## config.mk

```make
export PLATFORM = sky130hd
export DESIGN_NAME = regfile
export DESIGN_NICKNAME = d
export VERILOG_FILES = /design/src/rtl/regfile.sv
export SDC_FILE = /design/constraint.sdc
export NUM_CORES = 2
export LEC_CHECK = 0
export ABC_AREA = 0
export BUFFER_PORTS_ARGS = -buffer_cell sky130_fd_sc_hd__clkbuf_2
export CAP_MARGIN = 15
export CORE_MARGIN = 2
export CORE_UTILIZATION = 30
export CTS_CLUSTER_SIZE = 24
export DETAILED_ROUTE_END_ITERATION = 16
export REMOVE_ABC_BUFFERS = 1
export SLEW_MARGIN = 10
export SYNTH_ARGS = -nofsm -noshare
export SYNTH_HDL_FRONTEND = slang
export SYNTH_SLANG_ARGS = --single-unit
```

## constraint.sdc

```tcl
create_clock -name clk -period 12.9 [get_ports clk]
set_input_delay 0.645 -clock clk [delete_from_list [all_inputs] [get_ports clk]]
set_output_delay 0.645 -clock clk [all_outputs]
set_load 0.02 [all_outputs]
```

## src/rtl/regfile.sv

```systemverilog
// Architectural integer register file with write-through bypass and pending-write scoreboard.
// Latency: reads and busy flags are combinational (0 cycles); writes and scoreboard marks land on the next rising edge.
// Backpressure: none inside the block; decode stalls on busy1/busy2 while a producer is still outstanding.
module regfile #(
    parameter int XLEN = 64,
    parameter int NREG = 32,
    parameter int AW   = $clog2(NREG)
) (
    input  logic            clk,
    input  logic            reset,
    input  logic [AW-1:0]   ra1,
    input  logic [AW-1:0]   ra2,
    output logic [XLEN-1:0] rd1,
    output logic [XLEN-1:0] rd2,
    input  logic            wvalid,
    input  logic [AW-1:0]   wa,
    input  logic [XLEN-1:0] wd,
    input  logic            issue_valid,
    input  logic [AW-1:0]   issue_dst,
    input  logic            flush,
    output logic            busy1,
    output logic            busy2
);

    logic [XLEN-1:0] regs [NREG];
    logic [NREG-1:0] busy;
    logic [NREG-1:0] busy_nxt;

    // A write to x0 is architecturally a no-op, so it never qualifies for storage or bypass.
    logic wr_en;
    assign wr_en = wvalid && (wa != '0);

    // Register storage: reset wins over any concurrent writeback; x0 is never written.
    always_ff @(posedge clk) begin
        if (reset) begin
            for (int r = 0; r < NREG; r++) begin
                regs[r] <= '0;
            end
        end else if (wr_en) begin
            regs[wa] <= wd;
        end
    end

    // Scoreboard next state: a new issue outranks a retiring writeback to the same register.
    always_comb begin
        busy_nxt = '0;
        if (!(reset || flush)) begin
            for (int r = 1; r < NREG; r++) begin
                if (issue_valid && (issue_dst == AW'(r))) begin
                    busy_nxt[r] = 1'b1;
                end else if (wvalid && (wa == AW'(r))) begin
                    busy_nxt[r] = 1'b0;
                end else begin
                    busy_nxt[r] = busy[r];
                end
            end
        end
    end

    // Scoreboard register; bit 0 is always computed as 0.
    always_ff @(posedge clk) begin
        busy <= busy_nxt;
    end

    // Read port 1: x0 forced to zero, same-cycle write forwarded, otherwise stored value.
    always_comb begin
        rd1   = '0;
        busy1 = 1'b0;
        if (ra1 != '0) begin
            if (wr_en && (wa == ra1)) begin
                rd1   = wd;
                busy1 = 1'b0;
            end else begin
                rd1   = regs[ra1];
                busy1 = busy[ra1];
            end
        end
    end

    // Read port 2: identical to port 1.
    always_comb begin
        rd2   = '0;
        busy2 = 1'b0;
        if (ra2 != '0) begin
            if (wr_en && (wa == ra2)) begin
                rd2   = wd;
                busy2 = 1'b0;
            end else begin
                rd2   = regs[ra2];
                busy2 = busy[ra2];
            end
        end
    end

endmodule
```

---- Yosys cells after proc, flatten, opt, wreduce, memory -nomap -nowiden ----
Memories as Yosys holds them, arrays and structs flattened.
Index checks and enable logic that the tools add are counted.
Widths: inputs -> output; s select.
operators by class
  reduce and logical (&&, ||, !) cells .... 101
  magnitude comparators ................... 2
  multiplexer cells ....................... 82
  eq/ne operators ......................... 64
operators by type and width
  kind                number
  $mux 64             5
  $eq 5x5->1 const B  32
  $eq 5x4->1 const B  16
  $mux 1              74
  $logic_and 1x1->1   65
  $reduce_or 64->1    1
  $reduce_bool 2->1   31
  $eq 5x3->1 const B  8
  $eq 5x2->1 const B  4
  $reduce_bool 5->1   3
  $lt 5x6->1 const B  2
  $bmux 1 s5          2
  $eq 5x1->1 const B  2
  $eq 5x5->1          2
  $mux 5              1
  $logic_or 1x1->1    1
word-level totals
  register bits ........................... 31
  RAM bits ................................ 2048
  input port bits ......................... 89
  memories kept ........................... 1
  output and inout port bits .............. 130
memory list
  memory  depth  bits a word  rd ports  clocked after memory_dff  write ports  line  text
  regs    32     64           2         0                         32           25    logic [XLEN-1:0] regs [NREG];

---- Logic depth before layout (Yosys ltp) ----
  depth in word-level cells ............... 7
  gate-level depth with buffers ........... 10

---- Worst setup path before layout ----
OpenSTA, ideal clock, no wires.
  path type ............................... input -> register
  start ................................... input wa[1]
  end ..................................... memory regs[16][0], enable pin
  data arrival time ....................... 4361 ps
  library setup time ...................... 499 ps
  stages on the path ...................... 3
  slack ................................... 8040 ps
  cells stage by stage .................... buf_4 -> or4_4 -> o21bai_1
RTL lines
  element             line  text
  start: declaration  16    input logic [AW-1:0] wa,
  end: declaration    25

---- Final worst setup path ----
  start ................................... input ra1[1]
  end ..................................... output rd1[20]
between the ends
  cells in the longest elaborated chain, start to end .. 4
  elaborated cells between the ends (all ways) .. 6
  classes of those cells .................. eq/ne (1); mux (2); reduce/logical (2); memory (1)
RTL lines
  element                                                line  text
  start: declaration                                     11    input logic [AW-1:0] ra1,
  branches (longest 3 deep; another with $mem_v2 32x64)  n/a
  $mux 64 (*)                                            69    if (ra1 != '0) begin
  end: declaration                                       13    output logic [XLEN-1:0] rd1,
Mark *: on every way between the ends.

==> metrics.txt <==
status=finished clean; CP Cell Sequence=buf_8 > buf_4 > buf_4 > buf_4 > buf_4 > mux4_2 > o21ai_0 > and3_1 > o41ai_1 > clkbuf_2; pre-CTS WS=6370 ps; sequential share of the synthesized area=between 50% and 60%; area of the core=366,000 um^2; FF-to-FF Start=busy[21]; Max VDD drop=between 100 and 150 uV; total of max-cap violations=0; Final Hold Vio Count=0; most frequent cells in the layout=2,048 x edfxtp_1, 1,992 x and2_1, 848 x mux4_2; Final HPWL DP=245 mm; Worst-Margin Slew=roughly 1200 ps; CP arrival=5950 ps; Max Clock Skew=0 ps; synth-to-layout area growth=11.7%; Lkg Pwr=41.8 nW; Worst Setup SP=ra1[1]; Clock Latency Late Sink=870 ps; Mapped Area=around 110,000 um^2; PortBufs=between 200 and 250; # setup viols final=0; DRT iter0 DRCs=13,400; detail-routed net length per standard cell=35.0 um; # resized after CTS=0; Final Max Tran Viols=0; final total power=16.4 mW; Top Family by Delay on Critical Path=buffers and inverters; initial antenna violation count=78; min Tclk post-route=6600 ps; CP max-delay cell=buf_4; fill count=about 35,000; #FFs+latches synth=2,079; P per Cell Area=132 nW/um^2; CTS tree=done; commonest non-fill, non-tap cell in the layout=edfxtp_1; Post-Syn Instances=between 7,000 and 8,000; RSZ-0062 raised after global routing=false; Setup CP Type=in -> out; post-route ant nets=0; Worst Hold Class=in -> reg; row cnt=about 220; Num CTS Buffers=about 230; Starting Density=30.2%; Register Area=roughly 62,000 um^2; die extent in y=approximately 600 um; Req. time, crit path=between 10,000 and 15,000 ps; crit start category=input pin; Worst-path clk slew=approximately 60 ps; setup TNS=0 ps; Placed Cells=12,000; # IOs=219; first-pass iteration count of the detailed router=6; share of layout cells above drive strength 1=around 22%; CP peak stage delay=810 ps; Final #Nets=between 7,000 and 8,000; max_slew headroom=18.5%; die area=373,000 um^2; first-pass GRT wire length=596 mm; postcts setup bufs=0; Final WS setup=roughly 6300 ps; period utilization=51.1%; cts hold-fix bufs=0; top_reg_cell synth=edfxtp_1; Routed WL=436 mm; final cell count without fillers=12,400; Overflow after GRT=0; Placer Congestion=between 0.8 and 0.9; Die W=611 um; synth unique cells=between 60 and 70; Async SR Flop Fraction=0%; Buffers & Inverters on Critical Path=6; fmax=152 MHz; aggregate global-route resource usage=22.7%; largest net degree at the start of global routing=111; Vias=between 70,000 and 80,000; crit end category=primary output; CP most frequent cell=buf_4; vias in the first global route=73,600; deepest clock path buffer count=4; CTS H-tree depth=4; multi-input logic area=45,600 um^2; r2r setup slk=12,120 ps; CTS Root Cell=clkbuf_16; residual DRC count=0; vias per inst=approximately 6; hold path startpoint=issue_dst[4]; synthesis warning total=0; CTS Sinks=between 2,000 and 2,500; number of synthesized flops with an enable pin=2,048; Mean Syn Cell Area=about 15 um^2; critical path peak fanout=54
-- Yosys cell counts, types with 31 or more instances --
| cell type | n | area, um^2 |
|---|---|---|
| a211oi_1 | 58 | 435 |
| a21oi_1 | 51 | 255 |
| a221oi_1 | 63 | 552 |
| a22oi_1 | 144 | 1080 |
| a32o_1 | 63 | 631 |
| and2_1 | 1994 | 12500 |
| and3_1 | 46 | 288 |
| buf_1 | 49 | 184 |
| buf_2 | 135 | 676 |
| buf_4 | 35 | 263 |
| clkbuf_1 | 599 | 2250 |
| dfxtp_1 | 31 | 621 |
| edfxtp_1 | 2048 | 61500 |
| mux2_2 | 44 | 495 |
| mux2i_1 | 467 | 4670 |
| mux4_2 | 848 | 19100 |
| nand2_1 | 188 | 706 |
| nor2_1 | 71 | 267 |
| o211ai_1 | 51 | 383 |
| o21ai_0 | 118 | 591 |
| o22ai_1 | 166 | 1040 |
| o41ai_1 | 38 | 333 |
| or2_2 | 33 | 206 |
-- kinds of logic (layout without fill, tap and decap cells) --
| kind of cell | Yosys count | after routing | synth area share [%] |
|---|---|---|---|
| multiplexers | 1359 | 1359 | 22.0 |
| AND/OR/NAND/NOR | 2423 | 2423 | 13.1 |
| buffers and inverters | 845 | 827 | 3.24 |
| other | 1 | 97 | 0.00339 |
| AO/OA/AOI/OAI | 828 | 828 | 5.40 |
| XOR/XNOR | 10 | 10 | 0.0792 |
| flip-flops | 2079 | 2079 | 56.2 |
-- worst register-to-register path: stages (launching register included) --
cell     delay (ps)
dfxtp_1         350
o21ai_0         110
a21oi_1         230
-- per-layer routing --
layer	global-route usage (%)	share of wire, %	up-vias
met5	0	0.030	-
met4	10.8	5.2	22
met3	5.11	12	1115
met2	36.1	46	5898
met1	29.5	36	38600
li1	-	-	28800
-- report_power, final --
part	internal (mW)	switching (mW)	leakage, nW
combinational	0.765	1.31	18.6
clock	3.48	2.82	3.37
sequential	7.79	0.185	19.7
total	12.0	4.32	41.8
-- per-stage QoR --
stage                     hold slack (ps)  utilization (%)  area [um^2]
after floorplan                       460                -       107000
after global placement                470             31.8       116000
after detailed placement              478             31.8       116000
after CTS                             106             33.7       123000
after global routing                  163             33.7       123000
final                                 137             33.7       123000
-- final cells by class --
| class | instances | area share (%) |
|---|---|---|
| Timing Repair Buffer | 414 | 2.24 |
| Sequential cell | 2079 | 50.3 |
| Antenna cell | 33 | 0.0669 |
| Multi-Input combinational cell | 4684 | 36.9 |
| Tap cell | 4816 | 4.88 |
| Clock buffer | 287 | 4.84 |
| Clock inverter | 122 | 0.743 |
| Inverter | 4 | 0.0162 |
-- sequential cells by signal (all words and copies together) (netlist names) --
register  cells
busy         31
regs       2048
-- final timing paths --
check | cells past startpoint | endpoint
hold reg to reg | 2 | busy[15]
setup reg to reg | 2 | busy[21]
setup / recovery | 10 | rd1[20]
hold / removal | 4 | busy[8]
No activity file was read; power rests on OpenSTA's default activity.
